===== src/rtl/relay_motion_ctrl.sv =====
// Relay/H-bridge motion controller.
// Accepts direction/speed commands, ramps the bridge speed one step per RAMP_DIV clocks,
// brakes and inserts a bridge-off dead time on direction reversal, and handles overcurrent
// trips with a timed cool-down, bounded automatic restarts and a latched lockout.
module relay_motion_ctrl #(
    parameter int unsigned RAMP_DIV  = 100000,
    parameter int unsigned DEAD_CYC  = 50000,
    parameter int unsigned COOL_CYC  = 5000000,
    parameter int unsigned MAX_RETRY = 3
) (
    input  logic        clk,
    input  logic        rst_n,
    input  logic        cmd_valid,
    output logic        cmd_ready,
    input  logic [1:0]  cmd_dir,
    input  logic [3:0]  cmd_speed,
    input  logic [1:0]  OC,
    input  logic        fault_clr,
    output logic [3:0]  IN,
    output logic        en_allow,
    output logic [19:0] duty,
    output logic        busy,
    output logic        fault
);

    // Retry counter is sized so it can hold MAX_RETRY and still saturate safely.
    localparam int unsigned RW = $clog2(MAX_RETRY + 2);

    localparam logic [22:0]   RampLast = 23'(RAMP_DIV - 1);
    localparam logic [22:0]   DeadLast = 23'(DEAD_CYC - 1);
    localparam logic [22:0]   CoolLast = 23'(COOL_CYC - 1);
    localparam logic [RW-1:0] RetryMax = RW'(MAX_RETRY);
    localparam logic [RW-1:0] RetryOne = RW'(1);

    typedef enum logic [2:0] {
        StIdle,
        StRamp,
        StRun,
        StBrake,
        StDead,
        StCool,
        StLock
    } state_e;

    state_e        state_q, state_d;
    logic [1:0]    cur_dir_q, cur_dir_d;
    logic [1:0]    tgt_dir_q, tgt_dir_d;
    logic [3:0]    cur_spd_q, cur_spd_d;
    logic [3:0]    tgt_spd_q, tgt_spd_d;
    logic [22:0]   timer_q, timer_d;
    logic [RW-1:0] retry_q, retry_d;
    logic          oc_seen_q, oc_seen_d;

    logic          drive;
    logic          accept;
    logic          trip;
    logic          oc_any;
    logic [3:0]    dir_in;

    // Bridge-driving states, where overcurrent is monitored and the bridge may be enabled.
    always_comb begin
        drive  = (state_q == StRamp) || (state_q == StRun) || (state_q == StBrake);
        oc_any = |OC;
        accept = cmd_valid && cmd_ready;
        // A trip needs overcurrent on two consecutive driving clocks.
        trip      = drive && oc_any && oc_seen_q;
        oc_seen_d = drive && oc_any;
    end

    // Next-state and datapath update; a trip overrides everything decided before it.
    always_comb begin
        state_d   = state_q;
        cur_dir_d = cur_dir_q;
        tgt_dir_d = tgt_dir_q;
        cur_spd_d = cur_spd_q;
        tgt_spd_d = tgt_spd_q;
        retry_d   = retry_q;

        if (accept) begin
            tgt_dir_d = cmd_dir;
            tgt_spd_d = cmd_speed;
            retry_d   = '0;
        end

        unique case (state_q)
            StIdle: begin
                if (accept && (cmd_speed != 4'd0)) begin
                    cur_dir_d = cmd_dir;
                    state_d   = StRamp;
                end
            end
            StRun: begin
                if (accept) begin
                    state_d = (cmd_dir == cur_dir_q) ? StRamp : StBrake;
                end
            end
            StRamp: begin
                if (cur_spd_q == tgt_spd_q) begin
                    state_d = (cur_spd_q != 4'd0) ? StRun : StIdle;
                end else if (timer_q == RampLast) begin
                    // Target differs from current, so neither direction can wrap.
                    if (tgt_spd_q > cur_spd_q) begin
                        cur_spd_d = cur_spd_q + 4'd1;
                    end else begin
                        cur_spd_d = cur_spd_q - 4'd1;
                    end
                end
            end
            StBrake: begin
                if (cur_spd_q == 4'd0) begin
                    state_d = StDead;
                end else if (timer_q == RampLast) begin
                    cur_spd_d = cur_spd_q - 4'd1;
                end
            end
            StDead: begin
                if (timer_q == DeadLast) begin
                    cur_dir_d = tgt_dir_q;
                    state_d   = StRamp;
                end
            end
            StCool: begin
                if (timer_q == CoolLast) begin
                    if ((tgt_spd_q != 4'd0) && (retry_q < RetryMax)) begin
                        cur_dir_d = tgt_dir_q;
                        state_d   = StRamp;
                    end else if (tgt_spd_q == 4'd0) begin
                        state_d = StIdle;
                    end else begin
                        state_d = StLock;
                    end
                end
            end
            StLock: begin
                if (fault_clr) begin
                    retry_d = '0;
                    state_d = StIdle;
                end
            end
            default: begin
                state_d = StIdle;
            end
        endcase

        // Trip wins over a same-cycle accept: targets stay loaded, retry clear is dropped.
        if (trip) begin
            cur_spd_d = '0;
            retry_d   = (retry_q == '1) ? retry_q : retry_q + RetryOne;
            state_d   = StCool;
        end
    end

    // Phase timer: restarts on every state entry, wraps at the ramp cadence in RAMP/BRAKE.
    always_comb begin
        timer_d = '0;
        if (state_d != state_q) begin
            timer_d = '0;
        end else if ((state_q == StRamp) || (state_q == StBrake)) begin
            timer_d = (timer_q == RampLast) ? '0 : timer_q + 23'd1;
        end else if ((state_q == StDead) || (state_q == StCool)) begin
            timer_d = timer_q + 23'd1;
        end
    end

    // State and datapath registers.
    always_ff @(posedge clk or negedge rst_n) begin
        if (!rst_n) begin
            state_q   <= StIdle;
            cur_dir_q <= '0;
            tgt_dir_q <= '0;
            cur_spd_q <= '0;
            tgt_spd_q <= '0;
            timer_q   <= '0;
            retry_q   <= '0;
            oc_seen_q <= 1'b0;
        end else begin
            state_q   <= state_d;
            cur_dir_q <= cur_dir_d;
            tgt_dir_q <= tgt_dir_d;
            cur_spd_q <= cur_spd_d;
            tgt_spd_q <= tgt_spd_d;
            timer_q   <= timer_d;
            retry_q   <= retry_d;
            oc_seen_q <= oc_seen_d;
        end
    end

    // Bridge input pattern for the current direction.
    always_comb begin
        dir_in = 4'b0000;
        unique case (cur_dir_q)
            2'b00: dir_in = 4'b0110;
            2'b01: dir_in = 4'b0101;
            2'b10: dir_in = 4'b1010;
            2'b11: dir_in = 4'b1001;
        endcase
    end

    // Outputs decode from registered state only, so reset forces them immediately.
    always_comb begin
        IN        = drive ? dir_in : 4'b0000;
        en_allow  = drive;
        cmd_ready = (state_q == StIdle) || (state_q == StRun);
        busy      = (state_q != StIdle) && (state_q != StLock);
        fault     = (state_q == StCool) || (state_q == StLock);
        // cur_spd * 65535 == (cur_spd << 16) - cur_spd, exact in 20 bits.
        duty      = {cur_spd_q, 16'h0000} - {16'h0000, cur_spd_q};
    end

endmodule


===== config.mk =====
export PLATFORM = sky130hd
export DESIGN_NAME = relay_motion_ctrl
export DESIGN_NICKNAME = d
export VERILOG_FILES = /design/src/rtl/relay_motion_ctrl.sv
export SDC_FILE = /design/constraint.sdc
export NUM_CORES = 1
export LEC_CHECK = 0
export BUFFER_PORTS_ARGS = -buffer_cell sky130_fd_sc_hd__buf_2
export CORE_MARGIN = 2
export CORE_UTILIZATION = 62
export DETAILED_ROUTE_END_ITERATION = 10
export PLACE_DENSITY = 0.95
export SYNTH_ARGS = -nofsm -noshare
export SYNTH_HDL_FRONTEND = slang
export SYNTH_SLANG_ARGS = --single-unit

===== constraint.sdc =====
create_clock -name clk -period 7.3 [get_ports clk]
set_clock_uncertainty 0.2 [all_clocks]
set_input_delay 1.095 -clock clk [delete_from_list [all_inputs] [get_ports clk]]
set_output_delay 1.095 -clock clk [all_outputs]
set_load 0.1 [all_outputs]

==> results of run 1 <==
## final cells by class
class,instances,area share
clock inverters,1,0.00171
flip-flops and latches,42,0.360
repair buffers,39,0.0669
clock buffers,7,0.0296
multi-input cells,231,0.508
inverters,10,0.0129
well taps,50,0.0214
## cells by family after synthesis
| kind of cell | Yosys count |
|---|---|
| fa+ha+maj | 11 |
| buf+inv | 28 |
| compound gates | 39 |
| simple gates | 144 |
| flops | 42 |
| xor+xnor | 28 |
| mux | 9 |
## final timing paths
| path | start | end | slack (ps) | cells past startpoint |
|---|---|---|---|---|
| worst max register to register | timer_q[12] | timer_q[15] | 4260 | 6 |
| min in group asynchronous | rst_n | tgt_spd_q[1] | 710 | 1 |
| max in group asynchronous | rst_n | timer_q[13] | 5620 | 1 |
| worst max-delay path | cur_spd_q[0] | duty[16] | 3840 | 5 |
| worst min register to register | timer_q[0] | timer_q[0] | 320 | 1 |
| worst min-delay path | timer_q[0] | timer_q[0] | 320 | 1 |
## placed cells by master (no fill, tap or decap), types with 3 or more instances in the layout
cell,netlist,layout
and4_1,3,3
xnor2_1,12,12
nand3_1,14,14
nand2_1,21,21
a21oi_1,9,9
nor2_1,52,52
o21ai_0,11,11
ha_1,11,11
mux2_2,6,6
nor3_1,11,11
inv_1,10,10
nand2b_1,6,6
nor4_1,3,3
xor2_1,16,16
nand4_1,7,7
dfrtp_1,42,42
mux2i_1,3,3
nor2b_1,3,3
a211oi_1,4,4
buf_2,1,39
and2_1,3,3
clkbuf_8,0,6
and3_1,4,4
## through the flow
step,cell area (µm²),utilization,std cells
2_1_floorplan,2680,-,301
3_3_place_gp,2830,0.692,372
3_5_place_dp,2830,0.692,372
4_1_cts,2920,0.714,380
5_1_grt,2920,0.714,380
6_report,2920,0.714,380
## critical path: cells and delay by family (launching register included)
kind,cells,cell delay [ps]
flip-flops,1,480
AND/OR/NAND/NOR,1,320
XOR/XNOR,1,140
buffers and inverters,2,620
adder cells (fa/ha/maj),1,310
## sequential cells by signal, indices dropped and copies added, names as in the netlist
name and count:
retry_q 3, tgt_dir_q 2, state_q 3, timer_q 23, cur_dir_q 2, tgt_spd_q 4, cur_spd_q 4, oc_seen_q 1
## metal layers
metal	part of all wire	vias up	wire (µm)
met4	0.020	0	120
met3	0.070	16	414
met5	0	-	0
met1	0.42	1111	2470
met2	0.49	95	2890
li1	-	1103	-
==> Flow_metrics.wiki, run 1 <==
{| class="wikitable"
! Metric !! Value
|-
| Most frequent cell after synthesis || nor2_1
|-
| Setup violators final || 0
|-
| Portion of the post-synthesis area used by sequential elements || 0.392
|-
| Post-cts resize count || 0
|-
| Async SR Flop Fraction || 1.00
|-
| Ports placed on the boundary || 40
|-
| # rows || 23
|-
| Proportion of layout cells with a drive suffix above 1 || 0.185
|-
| Post-synthesis instance total || 301
|-
| Final critical path time including I/O delays and setup || ~3500 ps
|-
| Global-route wire length before repair || a little over 10000 µm
|-
| Average wire per standard cell || 15.5 µm
|-
| Status || finished clean
|-
| Initial DRC Count || 253
|-
| Final antenna diode count || 0
|-
| Top post-synthesis cells by area || dfrtp_1, nor2_1, xor2_1
|-
| Share of the cycle needed by the critical path after routing || 0.475
|-
| Clock Path Buffers || 2
|-
| Hold Fails Final Rpt || 0
|-
| Register Area || 0.00105 mm²
|-
| Clock root buffer || clkbuf_8
|-
| Max-slew headroom || 0.400
|-
| Synthesized-area fraction occupied by and/or/nand/nor cells || 0.280
|-
| Largest net degree at the start of global routing || 43
|-
| Category of the most critical setup path || reg2out
|-
| Area of the core || 0.00409 mm²
|-
| Per-instance average area after synthesis || around 9 µm²
|-
| Number of pins with negative max-slew slack in the final report || 0
|-
| Area share of the largest cell type after synthesis || 0.392
|-
| Met3 track demand over resource || 0.0581
|-
| Critical path capture point type || output port
|-
| XOR/XNOR Fraction of Synth Area || 0.0914
|-
| Pre-CTS worst setup slack || 3990 ps
|-
| Most used routing layer || met2
|-
| Fmax || 289 MHz
|-
| Critical Path RT || around 6000 ps
|-
| Area Overhead vs Synth || 8.76%
|-
| Top cells by instance count after synthesis || nor2_1, dfrtp_1, nand2_1
|-
| Main combinational cell family by area after synthesis || simple AND/OR/NAND/NOR gates
|-
| Count of filler cells inserted in the layout || 300
|-
| Arrival time at the worst endpoint || 2170 ps
|-
| Number of enable-type register cells in the synthesized netlist || 0
|-
| First-pass iteration count of the detailed router || 4
|-
| Number of levels the H-tree was split into || 2
|-
| Count of input and output buffers || 39
|-
| Cell chain of the critical path || inv_1 > ha_1 > and3_1 > xnor2_1 > buf_2
|-
| Setup_tns || 0 ps
|-
| Post-synthesis adder-cell area fraction || 0.0513
|-
| Met1 GRT Util || 0.321
|-
| Slowest library cell on the worst path || dfrtp_1
|-
| Die outline area || 0.00487 mm²
|-
| Final weighted congestion of routability-driven global placement || 0.887
|-
| Total standard cell area after synthesis || approximately 0.0027 mm²
|-
| Multi-input combinational cell area || 0.00148 mm²
|-
| Post-DP HPWL || 4240 µm
|-
| Clk slew on worst S/H paths || 80 ps
|-
| Multiplexer share of the synthesized area || 0.0364
|-
| Antenna Nets Post-Route || 0
|-
| Maximum net fanout on the critical path || 7
|-
| CTS sink cnt || 42
|-
| Distinct cell type count after synthesis || 51
|-
| Top_reg_cell synth || dfrtp_1
|-
| Post-detailed-routing wire length || 5890 µm
|-
| Type of element launching the critical path || register
|-
| Number of flip-flops and latches in the synthesized netlist || between 40 and 50
|-
| Global-route usage over all layers || 0.258
|-
| Final-stage net count || 352
|-
| Initial standard-cell utilization of the core || 0.657
|-
| Remaining design rule violation count || 0
|-
| Synthesized net count || 324
|-
| Routed vias || ~2300
|-
| GR Overflow Total || 0
|-
| Actual transition at the worst max-transition pin || between 900 and 1000 ps
|-
| Synth Area in Compound Gates || 0.0932
|-
| Die outline height || 69.8 µm
|-
| Clock latency on the worst-skew pair || ~300 ps
|-
| CTS tree || done
|-
| Number of buffers added by the clock tree synthesis step || 5
|-
| Met2 track demand over resource in global routing || 0.424
|-
| Total of warnings raised by yosys || 0
|-
| Unrepaired setup endpoints after global routing || no
|-
| Number of setup buffers added after CTS || 0
|-
| Routed vias/inst || 6.12
|-
| Minimum hold slack || 320 ps
|-
| Delay of the slowest cell on the worst path || about 480 ps
|-
| DIE WIDTH || between 60 and 70 µm
|-
| Setup ws final || 3840 ps
|-
| Number of hold-repair buffers added at the cts stage || 0
|-
| Min-Delay Path Class || reg2reg
|-
| Initial antenna violation count || 0
|-
| Count of max-cap constraint violations || 0
|-
| Post-synthesis cell type with the largest combined area || dfrtp_1
|-
| Vias in the first global route || 2242
|}
Power of run 1 is left out: the tool's default activity adds up to more than one toggle a clock period on the data nets, which glitch-free logic cannot reach.
==> inputs of run 2 (changes only) <==
--- a/config.mk
+++ b/config.mk
@@ -7,9 +7,9 @@
 export LEC_CHECK = 0
 export BUFFER_PORTS_ARGS = -buffer_cell sky130_fd_sc_hd__buf_2
 export CORE_MARGIN = 2
-export CORE_UTILIZATION = 62
+export CORE_UTILIZATION = 57
 export DETAILED_ROUTE_END_ITERATION = 10
-export PLACE_DENSITY = 0.95
+export PLACE_DENSITY = 0.9
 export SYNTH_ARGS = -nofsm -noshare
 export SYNTH_HDL_FRONTEND = slang
 export SYNTH_SLANG_ARGS = --single-unit
==> constraint.sdc (replaced) <==
create_clock -name clk -period 3.5 [get_ports clk]
set_clock_uncertainty 0.2 [all_clocks]
set_input_delay 0.525 -clock clk [delete_from_list [all_inputs] [get_ports clk]]
set_output_delay 0.525 -clock clk [all_outputs]
set_load 0.1 [all_outputs]
==> run 2 against run 1 <==
Net effect:
- via count down 2.8%
- first-iteration DRC count down 32%
- critical path depth up 1
- sequential share of layout area about the same
- clock-buffer cell count unchanged
- core utilization down 5.7 points
- hold slack worse by 160 ps
- final area about the same
- register-to-register slack worse by 3700 ps
- setup slack worse by 3300 ps
- largest cell class unchanged
==> Flow_metrics.wiki, run 2 (synthesis gave the netlist of run 1 again) <==
{| class="wikitable"
! Metric !! Value
|-
| CTS sink cnt || 42 (unchanged)
|-
| Count of input and output buffers || 39 (unchanged)
|-
| Hold Fails Final Rpt || 0 (unchanged)
|-
| Setup_tns || 0 ps (unchanged)
|-
| Clk slew on worst S/H paths || 80 ps (about the same)
|-
| Global-route usage over all layers || 0.235 (-0.0232)
|-
| Final antenna diode count || 0 (unchanged)
|-
| Capture point of the critical path || timer_q[6]
|-
| Number of pins with negative max-slew slack in the final report || 0 (unchanged)
|-
| Area of the core || 0.00444 mm² (+8.8%)
|-
| Number of hold-repair buffers added at the cts stage || 0 (unchanged)
|-
| Most common cell after layout, fill and taps aside || nor2_1
|-
| Die outline area || 0.00527 mm² (+8.3%)
|-
| Startpoint of the most critical register-to-register path || timer_q[12]
|-
| Wire length on met1 || 2490 µm (+0.89%)
|-
| Reg with most FFs || timer_q
|-
| Max-slew headroom || 0.377 (-0.0229)
|-
| Unrepaired setup endpoints after global routing || no
|-
| Multi-input combinational cell area || 0.00148 mm² (unchanged)
|-
| Number of buffers added by the clock tree synthesis step || 5 (unchanged)
|-
| Fmax || 342 MHz
|-
| CTS tree || done
|-
| GR Overflow Total || 0 (unchanged)
|-
| Number of buffer and inverter stages on the critical path || 0 (-2)
|-
| Min-Delay Path Class || in2async
|-
| Gate family responsible for the most delay along the worst path || simple AND/OR/NAND/NOR gates
|-
| Share of the cycle needed by the critical path after routing || 0.835
|-
| Remaining design rule violation count || 0 (unchanged)
|-
| Commonest cells after routing, fill and taps aside || nor2_1, dfrtp_1, buf_2
|-
| Count of max-cap constraint violations || 0 (unchanged)
|-
| Category of the most critical setup path || reg2reg
|-
| DIE WIDTH || 72.6 µm (+4.0%)
|-
| Post-detailed-routing wire length || 5640 µm (-4.4%)
|-
| Average wire per standard cell || 14.8 µm (-4.9%)
|-
| DR top layer || met4
|-
| Critical path capture point type || register
|-
| Final-stage net count || 352 (unchanged)
|-
| Type of element launching the critical path || register
|-
| Antenna Nets Post-Route || 0 (unchanged)
|-
| Register Area || 0.00105 mm² (unchanged)
|-
| Ports placed on the boundary || 40 (unchanged)
|-
| First-pass iteration count of the detailed router || 4 (unchanged)
|-
| Wire length on met3 || 275 µm (-34%)
|-
| Destination of the worst register-to-register timing path || timer_q[6]
|-
| Proportion of layout cells with a drive suffix above 1 || 0.185 (unchanged)
|-
| Final weighted congestion of routability-driven global placement || 0.910 (+2.6%)
|-
| Largest registers || timer_q: 23 flops, cur_spd_q: 4 flops, tgt_spd_q: 4 flops
|-
| Largest net degree at the start of global routing || 43 (unchanged)
|-
| Initial standard-cell utilization of the core || 0.604 (-0.0529)
|-
| Maximum net fanout on the critical path || 12 (+5)
|-
| Count of filler cells inserted in the layout || 352 (+17%)
|-
| Routed vias/inst || 5.92 (-3.3%)
|-
| Initial DRC Count || 172 (-32%)
|-
| Final critical path time including I/O delays and setup || between 2000 and 3000 ps
|-
| Critical Path RT || 3460 ps (-2540 ps)
|-
| Global-route wire length before repair || 9720 µm (-4.0%)
|-
| Actual transition at the worst max-transition pin || 934 ps (+34.4 ps)
|-
| Delay of the slowest cell on the worst path || 570 ps (+90 ps)
|-
| Initial antenna violation count || 0 (unchanged)
|-
| Arrival time at the worst endpoint || 2880 ps (+710 ps)
|-
| Status || finished clean
|-
| Clock Path Buffers || 2 (unchanged)
|-
| Vias in the first global route || 2157 (-3.8%)
|-
| Die outline height || 72.6 µm (+4.0%)
|-
| Number of setup buffers added after CTS || 0 (unchanged)
|-
| Startpoint of the worst setup timing path || timer_q[12]
|-
| # rows || 24 (+4.3%)
|-
| Setup violators final || 0 (unchanged)
|-
| Flip-flop count of the largest register after layout || 23 (unchanged)
|-
| Cell chain of the critical path || or4_1 > or4_4 > nor4_4 > o2111ai_1 > a21oi_2 > nor2_1
|-
| Length in cells of the worst reg-to-reg path || 6 (unchanged)
|-
| Area Overhead vs Synth || 8.86% (about the same)
|-
| Post-DP HPWL || 4190 µm (-1.1%)
|-
| Slowest library cell on the worst path || or4_4
|-
| Setup slack of the worst register-to-register path || 580 ps (-3680 ps)
|-
| Routed vias || 2260 (-2.8%)
|-
| Count of cell instances traversed by the critical path || 6 (+1)
|-
| Met2 Wirelength || 2780 µm (-3.7%)
|-
| Number of levels the H-tree was split into || 2 (unchanged)
|-
| Clock root buffer || clkbuf_8
|-
| Post-cts resize count || 0 (unchanged)
|-
| Clock latency on the worst-skew pair || 290 ps (about the same)
|}
## run 2: metal layers
metal | global-route usage | vias to the layer above
li1 | - | 1097
met1 | 0.307 | 1075
met2 | 0.392 | 79
met3 | 0.0566 | 9
met4 | 0.0638 | 0
met5 | 0 | -
## run 2: how the worst min path moves through the flow
stage | endpoint | slack, ps | cells after the start
after floorplan | cur_dir_q[0] | 30 | 0
after detailed placement | timer_q[0] | 310 | 1
after CTS | tgt_spd_q[2] | 190 | 1
after global routing | tgt_spd_q[2] | 230 | 1
after global placement | timer_q[0] | 300 | 1
final | tgt_spd_q[1] | 160 | 1
## run 2: layout make-up
cell class / count / share of cell area
clock buffers: 7 / 0.0296
clock inverters: 1 / 0.00171
inverters: 10 / 0.0128
multi-input cells: 231 / 0.507
flip-flops and latches: 42 / 0.360
well taps: 52 / 0.0223
repair buffers: 39 / 0.0668
## run 2: through the flow
step	setup slack [ps]	hold WS, ps	std cells	cell area (µm²)	utilization
final	577	165	382	2920	0.657
after global routing	335	235	382	2920	0.657
after CTS	551	189	382	2920	0.657
after detailed placement	547	314	374	2830	0.637
after global placement	677	301	374	2830	0.637
after floorplan	71.3	29.4	301	2680	-
Power of run 2 is left out for the same reason.
